## config.mk

```make
export PLATFORM = sky130hd
export DESIGN_NAME = hssi_tx_pkt_arbiter
export DESIGN_NICKNAME = d
export VERILOG_FILES = /design/src/rtl/hssi_tx_pkt_arbiter_pkg.sv /design/src/rtl/hssi_tx_pkt_arbiter_rr_arbiter.sv /design/src/rtl/hssi_tx_pkt_arbiter.sv
export SDC_FILE = /design/constraint.sdc
export NUM_CORES = 1
export LEC_CHECK = 0
export CORE_AREA = 2 2 356 358
export CTS_CLUSTER_SIZE = 20
export DETAILED_ROUTE_END_ITERATION = 6
export DIE_AREA = 0 0 358 360
export PLACE_DENSITY_LB_ADDON = 0.12
export SETUP_SLACK_MARGIN = 0.3
export SKIP_CTS_REPAIR_TIMING = 1
export SYNTH_ARGS = -nofsm -noshare
export SYNTH_HDL_FRONTEND = slang
export SYNTH_HIERARCHICAL = 1
export SYNTH_SLANG_ARGS = --single-unit
```

## constraint.sdc

```tcl
create_clock -name clk -period 9.1 [get_ports clk]
set_input_delay 1.82 -clock clk [delete_from_list [all_inputs] [get_ports clk]]
set_output_delay 1.82 -clock clk [all_outputs]
set_load 0.005 [all_outputs]
```

## src/rtl/hssi_tx_pkt_arbiter_pkg.sv

```systemverilog
// Shared types and constants for the HSSI TX packet arbiter.
package hssi_arb_pkg;

  typedef enum logic {
    IDLE = 1'b0,
    BUSY = 1'b1
  } arb_state_e;

  localparam int PKT_CNT_W = 16;

  // Channel index width; never below one bit so a 2-channel build still has a select.
  function automatic int ch_idx_w(input int n);
    return (n > 2) ? $clog2(n) : 1;
  endfunction

endpackage

```

## src/rtl/hssi_tx_pkt_arbiter_rr_arbiter.sv

```systemverilog
// Combinational round-robin pick: first requester at or above rr_ptr, wrapping.
module rr_arbiter
  import hssi_arb_pkg::*;
#(
  parameter int NUM_CH = 8,
  parameter int IDX_W  = ch_idx_w(NUM_CH)
) (
  input  logic [NUM_CH-1:0] req,
  input  logic [IDX_W-1:0]  rr_ptr,
  output logic [NUM_CH-1:0] gnt_oh,
  output logic [IDX_W-1:0]  gnt_idx
);

  always_comb begin
    int  idx;
    logic found;
    gnt_oh  = '0;
    gnt_idx = '0;
    found   = 1'b0;
    idx     = 0;
    for (int off = 0; off < NUM_CH; off++) begin
      idx = (int'(rr_ptr) + off) % NUM_CH;
      if (!found && req[IDX_W'(idx)]) begin
        found                = 1'b1;
        gnt_oh[IDX_W'(idx)]  = 1'b1;
        gnt_idx              = IDX_W'(idx);
      end
    end
  end

endmodule

```

## src/rtl/hssi_tx_pkt_arbiter.sv

```systemverilog
// Packet-aware round-robin merge of NUM_CH AXI-S TX channels onto one egress;
// the grant is held from first beat through tlast and tdest names the source.
module hssi_tx_pkt_arbiter
  import hssi_arb_pkg::*;
#(
  parameter int NUM_CH    = 8,
  parameter int DATA_W    = 64,
  parameter int USER_W    = 12,
  parameter int MAX_BEATS = 1024,
  parameter int CNT_W     = PKT_CNT_W,
  localparam int IDX_W    = ch_idx_w(NUM_CH),
  localparam int KEEP_W   = DATA_W / 8
) (
  input  logic                      clk,
  input  logic                      rst,
  input  logic [NUM_CH-1:0]         s_tvalid,
  output logic [NUM_CH-1:0]         s_tready,
  input  logic [NUM_CH*DATA_W-1:0]  s_tdata,
  input  logic [NUM_CH*KEEP_W-1:0]  s_tkeep,
  input  logic [NUM_CH*USER_W-1:0]  s_tuser,
  input  logic [NUM_CH-1:0]         s_tlast,
  output logic                      m_tvalid,
  input  logic                      m_tready,
  output logic [DATA_W-1:0]         m_tdata,
  output logic [KEEP_W-1:0]         m_tkeep,
  output logic [USER_W-1:0]         m_tuser,
  output logic                      m_tlast,
  output logic [IDX_W-1:0]          m_tdest,
  output logic                      oversize_err,
  output logic [NUM_CH*CNT_W-1:0]   pkt_cnt,
  output arb_state_e                dbg_state
);

  localparam int BC_W = $clog2(MAX_BEATS + 2);
  localparam logic [BC_W-1:0] BC_SAT = BC_W'(MAX_BEATS + 1);

  // Handshake: a beat transfers on a rising clk edge where valid && ready.
  // valid never waits on ready, and payload is held while valid && !ready.

  arb_state_e        state_q, state_d;
  logic [IDX_W-1:0]  rr_ptr_q, grant_q, next_ptr;
  logic [BC_W-1:0]   beat_cnt_q, beat_inc;
  logic [NUM_CH-1:0] arb_oh;
  logic [IDX_W-1:0]  arb_idx;
  logic              in_fire, in_last;

  rr_arbiter #(
    .NUM_CH (NUM_CH),
    .IDX_W  (IDX_W)
  ) u_rr (
    .req     (s_tvalid),
    .rr_ptr  (rr_ptr_q),
    .gnt_oh  (arb_oh),
    .gnt_idx (arb_idx)
  );

  assign dbg_state = state_q;
  assign in_last   = s_tlast[grant_q];
  assign beat_inc  = (beat_cnt_q == BC_SAT) ? BC_SAT : beat_cnt_q + BC_W'(1);
  assign next_ptr  = (grant_q == IDX_W'(NUM_CH - 1)) ? '0 : grant_q + IDX_W'(1);

  always_comb begin
    state_d  = state_q;
    s_tready = '0;
    in_fire  = 1'b0;
    case (state_q)
      IDLE: begin
        if (|arb_oh) state_d = BUSY;
      end
      BUSY: begin
        s_tready[grant_q] = !m_tvalid || m_tready;
        in_fire           = s_tvalid[grant_q] && (!m_tvalid || m_tready);
        if (in_fire && in_last) state_d = IDLE;
      end
      default: state_d = IDLE;
    endcase
  end

  always_ff @(posedge clk or posedge rst) begin
    if (rst) begin
      state_q    <= IDLE;
      rr_ptr_q   <= '0;
      grant_q    <= '0;
      beat_cnt_q <= '0;
    end else begin
      state_q <= state_d;
      if (state_q == IDLE && |arb_oh) grant_q <= arb_idx;
      if (in_fire) begin
        if (in_last) begin
          beat_cnt_q <= '0;
          rr_ptr_q   <= next_ptr;
        end else begin
          beat_cnt_q <= beat_inc;
        end
      end
    end
  end

  // Single output register; a drain and a load on the same edge swap beats with no bubble.
  always_ff @(posedge clk or posedge rst) begin
    if (rst) begin
      m_tvalid <= 1'b0;
      m_tdata  <= '0;
      m_tkeep  <= '0;
      m_tuser  <= '0;
      m_tlast  <= 1'b0;
      m_tdest  <= '0;
    end else if (in_fire) begin
      m_tvalid <= 1'b1;
      m_tdata  <= s_tdata[int'(grant_q)*DATA_W +: DATA_W];
      m_tkeep  <= s_tkeep[int'(grant_q)*KEEP_W +: KEEP_W];
      m_tuser  <= s_tuser[int'(grant_q)*USER_W +: USER_W];
      m_tlast  <= in_last;
      m_tdest  <= grant_q;
    end else if (m_tready) begin
      m_tvalid <= 1'b0;
    end
  end

  // The beat that takes the count to MAX_BEATS+1 flags the packet, even if it is the tlast.
  always_ff @(posedge clk or posedge rst) begin
    if (rst) begin
      oversize_err <= 1'b0;
      pkt_cnt      <= '0;
    end else if (in_fire) begin
      if (beat_inc == BC_SAT) oversize_err <= 1'b1;
      if (in_last) begin
        pkt_cnt[int'(grant_q)*CNT_W +: CNT_W] <=
          pkt_cnt[int'(grant_q)*CNT_W +: CNT_W] + CNT_W'(1);
      end
    end
  end

endmodule

```

After elaboration in Yosys (flattened, before gate mapping) --
Index checks and enable logic that the tools add are counted.
Storage, ports and cells: bits in latches 0, output and inout port bits 227, memory bits (read-only) 0, bits of input ports 691, memory bits (writable) 0, memories 0, register bits 236, word-level logic and storage cells 172
Cells by class: multipliers 1, reduce and logical (&&, ||, !) cells 32, eq/ne operators 3, multiplexer cells 80, bitwise operators 9, $add $sub $neg 11, shift operators 6, div/mod/pow operators 0, order comparisons 18
Operators by type and width (number):
- 512-bit by 10-bit indexed part select with 64-bit output | 1
- 128-bit bitwise mux | 1
- 16-bit by 33-bit variable shift with 128-bit output (first input constant) | 1
- 128-bit by 8-bit indexed part select with 16-bit output | 1
- 16-bit by 33-bit indexed part select with 128-bit output | 1
- 96-bit by 8-bit indexed part select with 12-bit output | 1
- 8-bit 2-to-1 mux | 9
- 64-bit by 7-bit indexed part select with 8-bit output | 1
- 8-bit OR | 7
- 3-bit by 5-bit less-than comparator with 1-bit output (second input constant) | 8
- 1-bit 2-to-1 mux | 39
- 7-bit negator with 33-bit output | 1
- 1-bit binary-select mux with 3-bit select | 10
- 1-bit demux with 3-bit select | 9
- 3-bit by 1-bit greater-or-equal comparator with 1-bit output (second input constant) | 9
- 3-bit 2-to-1 mux | 9
- 11-bit == test (second input constant) | 2
- 11-bit 2-to-1 mux | 2
- 1-bit logical AND | 19
- 16-bit by 1-bit adder with 16-bit output (second input constant) | 1
- 3-bit adder (second input constant) | 4
- 11-bit by 1-bit adder with 11-bit output (second input constant) | 1
- 8-bit bitwise AND | 1
- 1-bit zero test | 8
- 11 further kinds | 14

Logic depth before layout (Yosys ltp) --
Gate-level depths: netlist of run 1.
depth in word-level cells 28, depth in mapped cells 16, gate-level depth less buffers 13

Modules after synthesis --
Netlist of run 1, hierarchy kept.
By module, submodules not included:
- hssi_tx_pkt_arbiter | instances 1, cells each 1651, sequential area each 5905.7 µm², area an instance 16165.5 µm²
- rr_arbiter | instances 1, cells each 128, sequential area each 0.0 µm², area an instance 1196.1 µm²

Worst setup path before layout of run 1 --
Ideal clock, no wire load.
kind input to register, from in s_tvalid[2], to reg grant_q[0], path slack 4.874 ns, stages 12, data arrival time 4.088 ns, library setup time 0.138 ns, data required time 8.962 ns, cell sequence mux2i_1 > mux4_2 > a32o_2 > buf_6 > and3_4 > a222oi_1 > a21boi_2 > nor2_1 > nor4_1 > a21oi_1 > nand2_1 > o21ai_0
Between the ends: word-level cells in the longest chain between the ends 27
RTL lines:
- start, declared | RTL line hssi_tx_pkt_arbiter.sv:16 | input logic [NUM_CH-1:0] s_tvalid,
- 1-bit binary-select mux with 3-bit select | RTL line hssi_tx_pkt_arbiter_rr_arbiter.sv:23 | if (!found && req[IDX_W'(idx)]) begin
- 1-bit 2-to-1 mux (implied by the code) (2 in series) | RTL line hssi_tx_pkt_arbiter_rr_arbiter.sv:23
- 1-bit 2-to-1 mux | RTL line hssi_tx_pkt_arbiter_rr_arbiter.sv:23
- 1-bit zero test | RTL line hssi_tx_pkt_arbiter_rr_arbiter.sv:23
- 1-bit logical AND | RTL line hssi_tx_pkt_arbiter_rr_arbiter.sv:23
- 1-bit 2-to-1 mux | RTL line hssi_tx_pkt_arbiter_rr_arbiter.sv:23
- 1-bit zero test | RTL line hssi_tx_pkt_arbiter_rr_arbiter.sv:23
- 1-bit logical AND | RTL line hssi_tx_pkt_arbiter_rr_arbiter.sv:23
- [11 not listed]
- 1-bit logical AND | RTL line hssi_tx_pkt_arbiter_rr_arbiter.sv:23
- 1-bit 2-to-1 mux | RTL line hssi_tx_pkt_arbiter_rr_arbiter.sv:23
- 1-bit zero test | RTL line hssi_tx_pkt_arbiter_rr_arbiter.sv:23
- 1-bit logical AND | RTL line hssi_tx_pkt_arbiter_rr_arbiter.sv:23
- 8-bit 2-to-1 mux (*) | RTL line hssi_tx_pkt_arbiter_rr_arbiter.sv:23
- via arb_oh[5] | RTL line hssi_tx_pkt_arbiter.sv:43 | logic [NUM_CH-1:0] arb_oh;
- 8-bit OR reduction (*) | RTL line hssi_tx_pkt_arbiter.sv:87 | if (state_q == IDLE && |arb_oh) grant_q <= arb_idx;
- 1-bit logical AND (*) | RTL line hssi_tx_pkt_arbiter.sv:87
- end signal, assigned | RTL line hssi_tx_pkt_arbiter.sv:87
- end, declared | RTL line hssi_tx_pkt_arbiter.sv:41 | logic [IDX_W-1:0] rr_ptr_q, grant_q, next_ptr;
The timed path passes the listed nets; every way through them passes the cells marked *. The select of a mux whose other input is x is not followed. A chain may end at the register's enable or synchronous reset.

Worst setup path after layout of run 1 --
from reg grant_q[2], to out s_tready[0]
Between the ends: word-level cells in the longest chain between the ends 6
RTL lines:
- 3-bit by 4-bit less-than comparator with 1-bit output (implied by the code) or 3-bit by 1-bit greater-or-equal comparator with 1-bit output (tied branches) | RTL line hssi_tx_pkt_arbiter.sv:71 | s_tready[grant_q] = !m_tvalid || m_tready;
- 1-bit logical AND (implied by the code) | RTL line hssi_tx_pkt_arbiter.sv:71
- 1-bit 2-to-1 mux (implied by the code) | RTL line hssi_tx_pkt_arbiter.sv:71
- 1-bit demux with 3-bit select (*) | RTL line hssi_tx_pkt_arbiter.sv:71
- 8-bit bitwise AND (no source line) (*)
- 8-bit 2-to-1 mux (*) | RTL line hssi_tx_pkt_arbiter.sv:66 | case (state_q)
- end, declared | RTL line hssi_tx_pkt_arbiter.sv:17 | output logic [NUM_CH-1:0] s_tready,
Every way passes the cells marked *; elsewhere a longest branch is shown, timed or not.

==> flow_summary.ini, run 1 <==
[run_status]
outcome = finished, final reports clean

[floorplanning]
initial_utilization_pct = 13.9
fp.dieW_um = 358
fp.coreArea_mm2 = 0.125
die_area_mm2 = 0.129
die_h_um = 360
rows = 130
io_pins = 918

[logic_synthesis]
synth_top_family_by_area = compound AO/OA/AOI/OAI gates
syn_inst = 1779
ys.flop_type = dfrtp_1
synthTopCellsByCount = dfrtp_1, mux2_2, nand2_1
synth_seq_cells = 236
async_flop_share_pct = 100
synth-xor-area-share_pct = 1.41
ys_warn_count = 6
synth_edf_count = 0
synthTopCellsByArea = dfrtp_1, mux2_2, a221oi_1
synthMuxAreaShare_pct = 22.2
synth-simple-area-share_pct = 10.9
synth_adder_area_share_pct = 1.23
yosysMostFrequentCell = dfrtp_1
syn_area_per_cell_um2 = 9.76
synth_nets = 2487
synth_top_area_share_pct = 34.0
synth_top_area_cell = dfrtp_1
synth_area_mm2 = 0.0174
ys_seq_area_share_pct = 34.0
ys_types = 95
synth_compound_area_share_pct = 25.0

[pwr]
power_switching_share_pct = 46.2
pwr-share-seq_pct = 19.8
power_density_mw_per_mm2 = 289
vdd_drop_max_mv = 0.184
pwr-share-clk_pct = 18.8
finalPower_mw = 8.51
internal_power_mw = 4.58
p_leak_nw = 11.1
power_switching_mw = 3.93
combPwrFrac_pct = 61.4

[global_routing]
track_usage_pct = 16.5
antenna_found_initial = 17
grt_pass1_wl_um = 153000
grt_pass1_vias = 19500
gr-total-overflow = 0
grt_max_degree = 83

[layout]
drive_gt1_share_pct = 15.0
final-seq-area_mm2 = 0.00592
final_nets = 3307
multi_input_area_mm2 = 0.0106
n_fill_cell = 13500
fin_util_pct = 23.5
syn2layout_area_growth_pct = 69.4

[detailed_routing]
wl_per_cell_um = 26.2
drt_first_pass_iters = 5
drt_iter0_markers = 1038
num_vias = 18600
viasPerCell = 4.34
drc = 0
drtAntennaViolNets = 0
totalWireLength_um = 112000

[sta]
hold_viol_final = 0
fmax_ghz = 0.184
skew_ns = 0.0409
rsz0062_at_grt = no
relSlewSlack_pct = 19.9
period_minus_slack_ns = 5.43
fin_crit_sh_pct = 59.7
maxSlewViolCount = 0
worst_slew_pin_slew_ns = 1.20
setup_viol = 0
tns_ns = 0

[run]
maxCapViolCount = 0

[setup_path]
rrSetupSlack_ns = 4.17
cp.depth = 5
reg2reg_depth = 8
r2r_end = pkt_cnt[46]
cp_max_fo = 47
required_ns = 7.28
path_delay_family = buffers and inverters
crit_arrival_ns = 3.61
end_kind = output port
slowest_stage = dfrtp_4
path_buf_inv = 3
r2r_start = grant_q[1]
cpPeakStageDelay_ns = 0.84
critPathKind = reg -> out
path_cells = buf_4, clkinv_2, nand2_1, nor2_1, clkdlybuf4s50_1
cp-start-kind = flop
startpoint = grant_q[2]

[clock_tree]
htree_levels = 2
cts_tree = built
cts_buffer_depth = 3
root_buffer = clkbuf_16
worstSkewPairLatency_ns = 0.60
cts_num_sinks = 236
cts-buffers-inserted = 37
path_clk_slew_ns = 0.06

[hold_path]
hp-start = m_tdata[3]
hold_depth = 2
hold_class = reg -> reg
hold_end = m_tdata[3]

[place]
portBuffers = 917
globalplace.congestion = 0.835
dpl.hpwl_um = 86100
-- flip-flops by register name (all words and copies together), names as in the netlist --
signal	flops
m_tlast	1
rr_ptr_q	3
m_tkeep	8
oversize_err	1
m_tdata	64
grant_q	3
pkt_cnt	128
dbg_state	1
beat_cnt_q	11
m_tdest	3
m_tuser	12
m_tvalid	1
-- final cells by class --
type	instances	area share, %
flip-flops and latches	236	20.1
inverters	17	0.247
diodes	5	0.0425
multi-input cells	1358	36.0
repair buffers	949	32.0
well taps	1650	7.02
clock buffers	52	3.65
clock inverters	15	0.936
-- cells in the final DEF (no fill, tap or decap), types with 5 or more instances in the layout --
| cell | Yosys | final |
|---|---|---|
| clkdlybuf4s50_1 | 0 | 917 |
| nor2_1 | 89 | 86 |
| nand3_1 | 15 | 15 |
| inv_1 | 14 | 12 |
| mux2_2 | 214 | 214 |
| a21oi_1 | 124 | 124 |
| o21ai_0 | 95 | 95 |
| nand2b_1 | 12 | 12 |
| mux4_1 | 9 | 9 |
| o31ai_1 | 32 | 32 |
| dfrtp_1 | 236 | 233 |
| xor2_1 | 6 | 6 |
| clkinv_2 | 0 | 8 |
| and2_1 | 6 | 5 |
| diode_2 | 0 | 5 |
| ha_1 | 17 | 17 |
| bufinv_16 | 0 | 5 |
| nor3_1 | 8 | 8 |
| a22oi_1 | 55 | 55 |
| nand2_1 | 179 | 179 |
| buf_4 | 5 | 32 |
| nor3b_1 | 6 | 6 |
| and3_1 | 8 | 8 |
| o22ai_1 | 50 | 50 |
| o2bb2ai_1 | 5 | 5 |
| clkbuf_1 | 96 | 6 |
| nand4_1 | 6 | 6 |
| clkbuf_16 | 0 | 37 |
| mux2i_1 | 76 | 76 |
| a22o_1 | 58 | 58 |
| o21ai_1 | 22 | 22 |
| clkbuf_8 | 2 | 9 |
| mux4_2 | 16 | 16 |
| xnor2_2 | 5 | 5 |
| a221oi_1 | 134 | 134 |
-- worst min-delay path: stages (launching register included) --
cell,delay (ns)
dfrtp_1,0.34
nand2_1,0.05
o21ai_0,0.06
-- per-stage QoR --
| stage | instances | hold slack (ns) | area [um2] | setup WS, ns |
|---|---|---|---|---|
| floorplan | 1779 | 0.460 | 17400 | 0.805 |
| global placement | 4210 | 0.467 | 28000 | 3.62 |
| detailed placement | 4210 | 0.474 | 28000 | 3.57 |
| CTS | 4277 | 0.489 | 29400 | 3.51 |
| global route | 4280 | 0.507 | 29400 | 3.46 |
| finish | 4282 | 0.484 | 29400 | 3.67 |
-- power groups by stage --
stage	logic (mW)	clock network, mW	registers, mW
after floorplan	3.12	0	1.56
after global placement	5.32	0	1.70
after detailed placement	5.33	0	1.71
after CTS	5.34	1.67	1.70
after global routing	5.70	1.71	1.74
final	5.23	1.60	1.69
-- worst max path at each step --
stage	slack [ns]	to
after detailed placement	3.57	pkt_cnt[46]
after CTS	3.51	s_tready[1]
final	3.67	s_tready[0]
after global routing	3.46	s_tready[1]
after floorplan	0.81	beat_cnt_q[0]
after global placement	3.62	pkt_cnt[47]
-- kinds of logic (layout without fill, tap and decap cells) --
logic type,Yosys count,after routing
muxes,319,319
DFF,236,236
adders and majority gates,17,17
other,0,5
AOI/OAI and AO/OA,618,618
and+or+nand+nor,385,385
buffers and inverters,185,1033
xor gates and xnor gates,19,19
-- metal layers --
metal	wire (um)	global-route usage, %	vias to the layer above
met3	8020	4.31	127
li1	-	-	8519
met4	2960	4.29	8
met5	58	0	-
met2	54400	28.5	722
met1	46700	20.3	9203
No activity file was read; power rests on OpenSTA's default activity.
==> run 2, diff against run 1 <==
==> constraint.sdc (replaced) <==
create_clock -name clk -period 4.4 [get_ports clk]
set_input_delay 0.88 -clock clk [delete_from_list [all_inputs] [get_ports clk]]
set_output_delay 0.88 -clock clk [all_outputs]
set_load 0.005 [all_outputs]
==> run 2 against run 1 <==
  * Sequential power is 110% higher
  * Non-clock buffer count is 37 higher
  * Setup slack worse by 3.1 ns
  * Via count is 1.7% higher
  * Global-route usage is 0.11 points higher
  * Clock skew is 0.013 ns lower
  * Sequential cell count stayed put
  * Critical path depth is 8 higher
  * Cell count is 0.63% higher
  * Wire length is 0.83% higher
==> flow_summary.ini, run 2 (synthesized netlist as in run 1, its figures left out) <==
[setup_path]
r2r_end = grant_q[0]
cp_max_fo = 11
end_kind = flop
crit_arrival_ns = 4.27
reg2reg_depth = 13
r2r_start = rr_ptr_q[0]
required_ns = 4.83
critPathKind = reg -> reg
cp-start-kind = flop
rrSetupSlack_ns = 0.56

[layout]
final_cell_mix = clkdlybuf4s50_1, dfrtp_1, mux2_2, nand2_1, a221oi_1
finalNonFillerCells = 4309
final_nets = 3343
largestRegisters = pkt_cnt x128, m_tdata x64, m_tuser x12
final_common_cell = clkdlybuf4s50_1
multi_input_area_mm2 = 0.0106
syn2layout_area_growth_pct = 70.5
final-seq-area_mm2 = 0.00592
drive_gt1_share_pct = 16.0
n_fill_cell = 13400
largest_reg_flops = 128
top_register = pkt_cnt

[floorplanning]
initial_utilization_pct = 13.9
io_pins = 918
die_h_um = 360
fp.dieW_um = 358
rows = 130
die_area_mm2 = 0.129
fp.coreArea_mm2 = 0.125

[global_routing]
gr-total-overflow = 0
grt_pass1_wl_um = 155000
grt_max_degree = 100
antenna_found_initial = 15
track_usage_pct = 16.7
grt_pass1_vias = 19800

[run]
maxCapViolCount = 0

[sta]
setup_viol = 0
rsz0062_at_grt = no
skew_ns = 0.0276
maxSlewViolCount = 0
tns_ns = 0
holdWs_ns = 0.479
fmax_ghz = 0.260
fin_crit_sh_pct = 87.4
relSlewSlack_pct = 35.7
hold_viol_final = 0
worst_slew_pin_slew_ns = 0.965
period_minus_slack_ns = 3.84

[place]
dpl.hpwl_um = 88500
portBuffers = 917
dp.cells = 4247
globalplace.congestion = 0.857

[pwr]
internal_power_mw = 9.41
power_density_mw_per_mm2 = 597
power_switching_mw = 8.26
combPwrFrac_pct = 63.9
pwr-share-clk_pct = 16.4
power_switching_share_pct = 46.8
finalPower_mw = 17.7
pwr-share-seq_pct = 19.7
vdd_drop_max_mv = 0.260
p_leak_nw = 11.2

[hold_path]
hold_depth = 2
hp-start = m_tdata[8]
hold_end = m_tdata[8]
hold_class = reg -> reg

[detailed_routing]
viasPerCell = 4.39
totalWireLength_um = 113000
drt_first_pass_iters = 7
num_vias = 18900
drc = 0
drtAntennaViolNets = 0
wl_per_cell_um = 26.2
drt_iter0_markers = 1062

[clock_tree]
cts_num_sinks = 236
htree_levels = 2
cts-buffers-inserted = 36
root_buffer = clkbuf_16
path_clk_slew_ns = 0.06
cts_tree = built
cts_buffer_depth = 3
worstSkewPairLatency_ns = 0.57

[run_status]
outcome = finished, final reports clean
==> run 2: cell types whose count changed in the layout (fill, tap and decap cells not counted), sizes merged <==
cell      change
buf          +37
bufinv        -5
clkinvlp      +1
diode         -4
inv           -2
==> run 2: per-stage QoR <==
stage          setup WS, ns  instance area (um2)  utilization, %
3_5_place_dp          0.148                28400            22.8
3_3_place_gp          0.143                28400            22.8
2_1_floorplan         0.428                17400               -
5_1_grt               0.312                29600            23.7
6_report              0.555                29600            23.7
4_1_cts               0.404                29600            23.7
==> run 2: layer usage <==
layer / GRT usage [%] / part of all wire [%]
met4: 2.60 / 1.5
met3: 4.25 / 7.1
met2: 29.7 / 50
met1: 20.2 / 41
met5: 0 / 0.036
==> run 2: final cells by class <==
| cell class | count | share of cell area [%] |
|---|---|---|
| diodes | 1 | 0.00845 |
| repair buffers | 986 | 33.1 |
| multi-input cells | 1358 | 35.7 |
| clock inverters | 9 | 0.406 |
| inverters | 17 | 0.237 |
| clock buffers | 52 | 3.55 |
| flip-flops and latches | 236 | 20.0 |
| well taps | 1650 | 6.97 |
==> run 2: worst max-delay path by stage <==
stage / startpoint / endpoint / slack [ns]
finish: rr_ptr_q[0] / grant_q[0] / 0.56
global route: rr_ptr_q[0] / grant_q[0] / 0.31
CTS: rr_ptr_q[0] / grant_q[0] / 0.40
detailed placement: s_tvalid[2] / grant_q[0] / 0.15
global placement: s_tvalid[2] / grant_q[2] / 0.14
floorplan: rst / beat_cnt_q[0] / 0.43
==> run 2: power by group through the flow <==
stage	registers [mW]	clock network (mW)	logic, mW
floorplan	3.23	0	6.44
CTS	3.50	3.05	11.6
finish	3.48	2.90	11.3
global placement	3.52	0	11.5
detailed placement	3.52	0	11.6
global route	3.58	3.12	12.3
==> run 2: worst max-delay path: stages (launching register included) <==
cell      delay [ns]
dfrtp_1         0.39
inv_2           0.21
ha_2            0.43
mux2i_1         0.21
mux4_2          0.50
a32o_2          0.36
and3_4          0.19
a222oi_1        0.37
a21boi_2        0.25
nor2_1          0.06
nor4_1          0.33
a21oi_1         0.21
nand2_1         0.11
o21ai_0         0.09
